**config.mk**
```make
export PLATFORM = sky130hd
export DESIGN_NAME = tcb_arb_2mp
export DESIGN_NICKNAME = d
export VERILOG_FILES = /design/src/rtl/tcb_arb_2mp.sv
export SDC_FILE = /design/constraint.sdc
export NUM_CORES = 1
export LEC_CHECK = 0
export BUFFER_PORTS_ARGS = -buffer_cell sky130_fd_sc_hd__buf_2
export CAP_MARGIN = 5
export CORE_AREA = 2 2 121 123
export CTS_CLUSTER_SIZE = 20
export DETAILED_ROUTE_END_ITERATION = 8
export DIE_AREA = 0 0 123 125
export MAX_ROUTING_LAYER = met4
export SYNTH_ARGS = -nofsm -noshare
export SYNTH_HDL_FRONTEND = slang
export SYNTH_SLANG_ARGS = --single-unit
```
**constraint.sdc**
```tcl
create_clock -name clk -period 2.61 [get_ports clk]
set_input_delay 0.1305 -clock clk [delete_from_list [all_inputs] [get_ports clk]]
set_output_delay 0.1305 -clock clk [all_outputs]
set_load 0.01 [all_outputs]
```
**src/rtl/tcb_arb_2mp.sv**
```systemverilog
// rtl/tcb_arb_2mp.sv - two-port TCB arbiter with grant lock and response routing
// Define TCB_ARB_RR_EN for round-robin arbitration; when it is undefined, port 0 always wins conflicts.
module tcb_arb_2mp #(
  parameter int AW  = 32,
  parameter int DW  = 32,
  parameter int BW  = DW/8,
  parameter int DLY = 1
) (
  input  logic          clk,
  input  logic          rst,
  // subordinate port 0 (upstream manager 0)
  input  logic          sub0_vld,
  input  logic          sub0_wen,
  input  logic [BW-1:0] sub0_ben,
  input  logic [AW-1:0] sub0_adr,
  input  logic [DW-1:0] sub0_wdt,
  output logic          sub0_rdy,
  output logic [DW-1:0] sub0_rdt,
  output logic          sub0_err,
  // subordinate port 1 (upstream manager 1)
  input  logic          sub1_vld,
  input  logic          sub1_wen,
  input  logic [BW-1:0] sub1_ben,
  input  logic [AW-1:0] sub1_adr,
  input  logic [DW-1:0] sub1_wdt,
  output logic          sub1_rdy,
  output logic [DW-1:0] sub1_rdt,
  output logic          sub1_err,
  // manager port (downstream decoder)
  output logic          man_vld,
  output logic          man_wen,
  output logic [BW-1:0] man_ben,
  output logic [AW-1:0] man_adr,
  output logic [DW-1:0] man_wdt,
  input  logic          man_rdy,
  input  logic [DW-1:0] man_rdt,
  input  logic          man_err
);

  generate
    if (DLY < 0 || DLY > 4) begin : g_dly_check
      $error("tcb_arb_2mp: DLY must be within 0..4");
    end
  endgenerate

  logic lock;
  logic lock_idx;
  logic last;
  logic gnt;
  logic sel_vld;
  logic trn;
  logic rv;
  logic ri;

`ifdef TCB_ARB_RR_EN
  // Remember which port transferred most recently so the other one wins the next conflict.
  always_ff @(posedge clk) begin
    if (!rst) begin
      last <= 1'b1;
    end else if (trn) begin
      last <= gnt;
    end
  end
`else
  // Fixed priority: act as if port 1 always went last, so port 0 wins every conflict.
  assign last = 1'b1;
`endif

  // Grant selection: a stalled transfer keeps its port, otherwise pick the requester.
  always_comb begin
    gnt = last;
    if (lock) begin
      gnt = lock_idx;
    end else if (sub0_vld ^ sub1_vld) begin
      gnt = sub1_vld;
    end else if (sub0_vld & sub1_vld) begin
      gnt = ~last;
    end
  end

  assign sel_vld  = gnt ? sub1_vld : sub0_vld;
  assign man_vld  = rst & sel_vld;
  assign man_wen  = gnt ? sub1_wen : sub0_wen;
  assign man_ben  = gnt ? sub1_ben : sub0_ben;
  assign man_adr  = gnt ? sub1_adr : sub0_adr;
  assign man_wdt  = gnt ? sub1_wdt : sub0_wdt;
  assign sub0_rdy = rst & ~gnt & man_rdy;
  assign sub1_rdy = rst &  gnt & man_rdy;
  assign trn      = man_vld & man_rdy;

  // Hold the grant while the downstream stalls; a dropped request releases it next cycle.
  always_ff @(posedge clk) begin
    if (!rst) begin
      lock     <= 1'b0;
      lock_idx <= 1'b0;
    end else begin
      lock <= man_vld & ~man_rdy;
      if (man_vld & ~man_rdy) begin
        lock_idx <= gnt;
      end
    end
  end

  generate
    if (DLY == 0) begin : g_rsp_comb
      assign rv = trn;
      assign ri = gnt;
    end else begin : g_rsp_pipe
      logic [DLY-1:0] rsp_vld;
      logic [DLY-1:0] rsp_idx;

      // Track which port owns each in-flight response so err returns to its issuer.
      always_ff @(posedge clk) begin
        if (!rst) begin
          rsp_vld <= '0;
          rsp_idx <= '0;
        end else begin
          rsp_vld[0] <= trn;
          rsp_idx[0] <= gnt;
          for (int i = 1; i < DLY; i++) begin
            rsp_vld[i] <= rsp_vld[i-1];
            rsp_idx[i] <= rsp_idx[i-1];
          end
        end
      end

      assign rv = rsp_vld[DLY-1];
      assign ri = rsp_idx[DLY-1];
    end
  endgenerate

  assign sub0_rdt = man_rdt;
  assign sub1_rdt = man_rdt;
  assign sub0_err = rst & man_err & rv & ~ri;
  assign sub1_err = rst & man_err & rv &  ri;

endmodule

```
==> out/qor.yml, run 1 <==
grt_use_total_pct: 6.23
clock-sinks: 4
placed_cells: 501
syn_inst: 169
row_count: 44
outcome: "did not finish"
yosysTopAreaCell: "mux2_2"
grt_pass1_wl_um: 7310
syn_avg_cell_area_sq_um: 9.14
grt_max_degree: 38
synth_fp_nets: 347
yosysTopAreaCellShare_pct: 45.9
ctsHoldBuffers: 0
die-height_um: 125
h-tree-depth: 1
io_pins: 314
cts_setup_buffers: 0
grt_pass1_vias: 1619
ctsResizeCount: 0
synth_area_leaders: "mux2_2 (46%), buf_4 (31%), dfxtp_1 (5.2%), mux2_1 (4.4%), buf_2 (2.3%)"
synth_seq_cells: 4
yosysWarnings: 0
numCtsBuffers: 3
gp_congestion: 0.806
hpwl_um: 4980
haltStage: "detailed routing"
gr-total-overflow: 0
root_buffer: "clkbuf_16"
io_buffers: 217
ys_types: 19
die_x_um: 123
ys_seq_area_share_pct: 5.18
antenna_found_initial: 0
stop_error: "[ERROR DRT-0255] Maze Route cannot find path of net man_rdt[25] in worker of routeBox ( 96600 96600 ) ( 123000 125000 )."
syn-cell-area_sq_mm: 0.00155
cts_buffer_depth: 2
initial_utilization_pct: 10.9
[Yosys cell counts]
cell type  number
a21o_1          1
and2_1          1
buf_2           7
buf_4          64
dfxtp_1         4
ha_1            2
inv_1           3
mux2_1          6
mux2_2         63
mux2i_1         1
nand2_1         4
nand3_1         1
nor2_1          3
nor2b_1         4
o2111a_1        1
o211a_1         1
o31ai_1         1
o31ai_4         1
or3_1           1
[through the flow]
step                      util, %  setup slack [ns]  cell area, sq um
after floorplan                 -             0.915              1550
after global placement       16.8             0.598              2390
after detailed placement     16.8             0.576              2390
after CTS                    17.3             0.577              2460
after global routing         17.3             0.492              2460
[cells by family after synthesis]
family / synth area share (%)
muxes: 50.9
AOI/OAI and AO/OA: 3.73
and+or+nand+nor: 4.45
adders and majority gates: 1.62
buffers and inverters: 34.1
DFF: 5.18
[routing by layer]
metal,track usage [%]
met5,-
met4,2.41
met3,1.19
met2,13.3
met1,4.85
==> run 2: changes to the inputs <==
Settings changed: CTS_CLUSTER_SIZE 20 to default, MAX_ROUTING_LAYER met4 to default, PLACE_DENSITY_LB_ADDON from default to 0.15.
==> run 2 against run 1 <==
Against the previous run:
- the flow now finishes without violations
- global-route usage fell by 0.16 points
- synthesized area did not move
- synthesized cell count did not move
==> out/qor.yml, run 2 <==
outcome: "finished, final reports clean"
cp.arrival_ns: 1.91
worstPathRequired_ns: 2.48
crit_start: "sub0_vld"
final_cell_mix: "buf_2 (217), mux2_2 (63), mux2_1 (6)"
numCtsBuffers: 3
seqCellArea_sq_um: 80.1
nNetsFinal: 500
grt_setup_unrepaired: "no"
antennaDiodeCount: 0
synth_seq_cells: 4
layout-drive-gt1-share_pct: 89.4
final_util_pct: 17.2
first_pass_iters: 2
io_pins: 314
yosysTopAreaCell: "mux2_2"
leakagePower_nw: 1.30
h-tree-depth: 1
slew_violations: 0
fmax_mhz: 489
yosysTopAreaCellShare_pct: 45.9
relSlewSlack_pct: 73.8
hpwl_um: 4810
rr_worst_depth: 5
grt_most_used_layer: "met2"
syn_inst: 169
cts_buffer_depth: 2
multi_input_area_sq_um: 938
die-height_um: 125
io_buffers: 217
synth_edf_count: 0
ctsHoldBuffers: 0
clock-sinks: 4
area_delta_synth_final_pct: 58.5
synth_most_common_cell: "buf_4"
grt_max_degree: 59
clkSlewWorstSetupHoldPaths_ns: 0.03
grtUsageMet3_pct: 1.96
synth_top_family_by_area: "multiplexers"
synthMuxAreaShare_pct: 50.9
synth_common_cells: "buf_4 (64), mux2_2 (63), buf_2 (7)"
ir_drop_v: 0.000190
yosysWarnings: 0
dpl_worst_slack_ns: 0.537
hold_ws_ns: 0.177
grtUsageMet2_pct: 12.6
drt_iter0_drc: 23
grt_pass1_wl_um: 7430
final_area_sq_mm: 0.00245
synth-adder-area-share_pct: 1.62
tightest_slew_ns: 0.389
root_buffer: "clkbuf_16"
drt_wl_total_um: 5390
period_needed_ns: 2.05
syn-cell-area_sq_mm: 0.00155
skew_ns: 0.00154
dpl_cell_area_sq_mm: 0.00237
hold_class: "in2reg"
die_x_um: 123
timing.rr.start: "lock"
synth_compound_area_share_pct: 3.72
whs_endpoint: "g_rsp_pipe.rsp_vld"
gr-total-overflow: 0
row_count: 44
cts_setup_buffers: 0
grt_use_met1_pct: 5.15
setup_ws_ns: 0.565
cts_tree: "done"
antenna_found_initial: 0
tns_ns: 0
finalHoldViolCount: 0
r2r-end: "lock_idx"
yosys.area_share.simple_pct: 4.45
synthFlopType: "dfxtp_1"
cap_violations: 0
ys_types: 19
core-area_sq_mm: 0.0142
dieArea_sq_mm: 0.0154
grt_pass1_vias: 1639
ctsResizeCount: 0
r2r_setup_slack_ns: 1.14
final_common_cell: "buf_2"
synth_xor_area_share_pct: 0
gp_congestion: 0.661
initial_utilization_pct: 10.9
power_density_mw_per_mm2: 353
worstHoldStart: "man_rdy"
ant_nets: 0
ys_seq_area_share_pct: 5.18
synth_area_leaders: "mux2_2 (46%), buf_4 (31%), dfxtp_1 (5.2%), mux2_1 (4.4%), buf_2 (2.3%)"
worst_setup_path_end_kind: "output pin"
synth_fp_nets: 347
viasPerCell: 3.39
post_drt_wl_per_cell_um: 10.7
finalSetupViolCount: 0
critical_path_class: "in2out"
fin_crit_sh_pct: 78.4
routed-via-count: 1710
syn_avg_cell_area_sq_um: 9.14
cp_max_fo: 58
synth_async_sr_flop_share_pct: 0
clkLatencyLatePin_ns: 0.22
grt_use_total_pct: 6.07
critPathLaunchType: "input port"
min_path_cells: 2
fillers: 1646
drc: 0
-- run 2: cell counts after synthesis --
No cell type changed its count.
-- run 2: worst max-delay path: stages --
cell and delay (ns):
buf_2 0.12, ha_1 0.33, nor2b_1 0.18, o31ai_4 0.28
buf_12 0.31, mux2_2 0.39, buf_2 0.14
-- run 2: layout make-up --
cell class	instances	share of cell area, %
tap	184	9.40
inverter	3	0.460
sequential	4	3.27
clock buffer	3	3.07
multi-input combinational	91	38.3
timing repair buffer	219	45.5
-- run 2: cell families after synthesis --
group | count (synthesis)
DFF | 4
buffers and inverters | 74
muxes | 70
adders and majority gates | 2
AOI/OAI and AO/OA | 5
and+or+nand+nor | 14
-- run 2: power by group --
group	leakage, nW	total (mW)	internal (mW)	switching (mW)
Combinational	1.23	0.560	0.317	0.242
Clock	0.0370	0.235	0.195	0.0399
Sequential	0.0330	0.0696	0.0665	0.00312
-- run 2: metal layers --
| metal | vias up | wire length (um) |
|---|---|---|
| li1 | 822 | - |
| met1 | 734 | 1590 |
| met2 | 136 | 2950 |
| met3 | 18 | 702 |
| met4 | 0 | 146 |
| met5 | - | 0 |
-- run 2: worst max path at each step --
stage	endpoint	slack (ns)	cells past startpoint
after floorplan	man_adr[0]	0.92	5
after global placement	man_adr[10]	0.55	7
after detailed placement	man_adr[10]	0.54	7
after CTS	man_adr[10]	0.54	7
after global routing	man_wdt[26]	0.48	7
final	man_adr[11]	0.56	7
-- run 2: stage by stage --
step	total power [mW]	std cells
after floorplan	0.485	169
after global placement	0.644	501
after detailed placement	0.643	501
after CTS	0.885	504
after global routing	0.931	504
final	0.865	504
(Power assumes the default switching activity.)
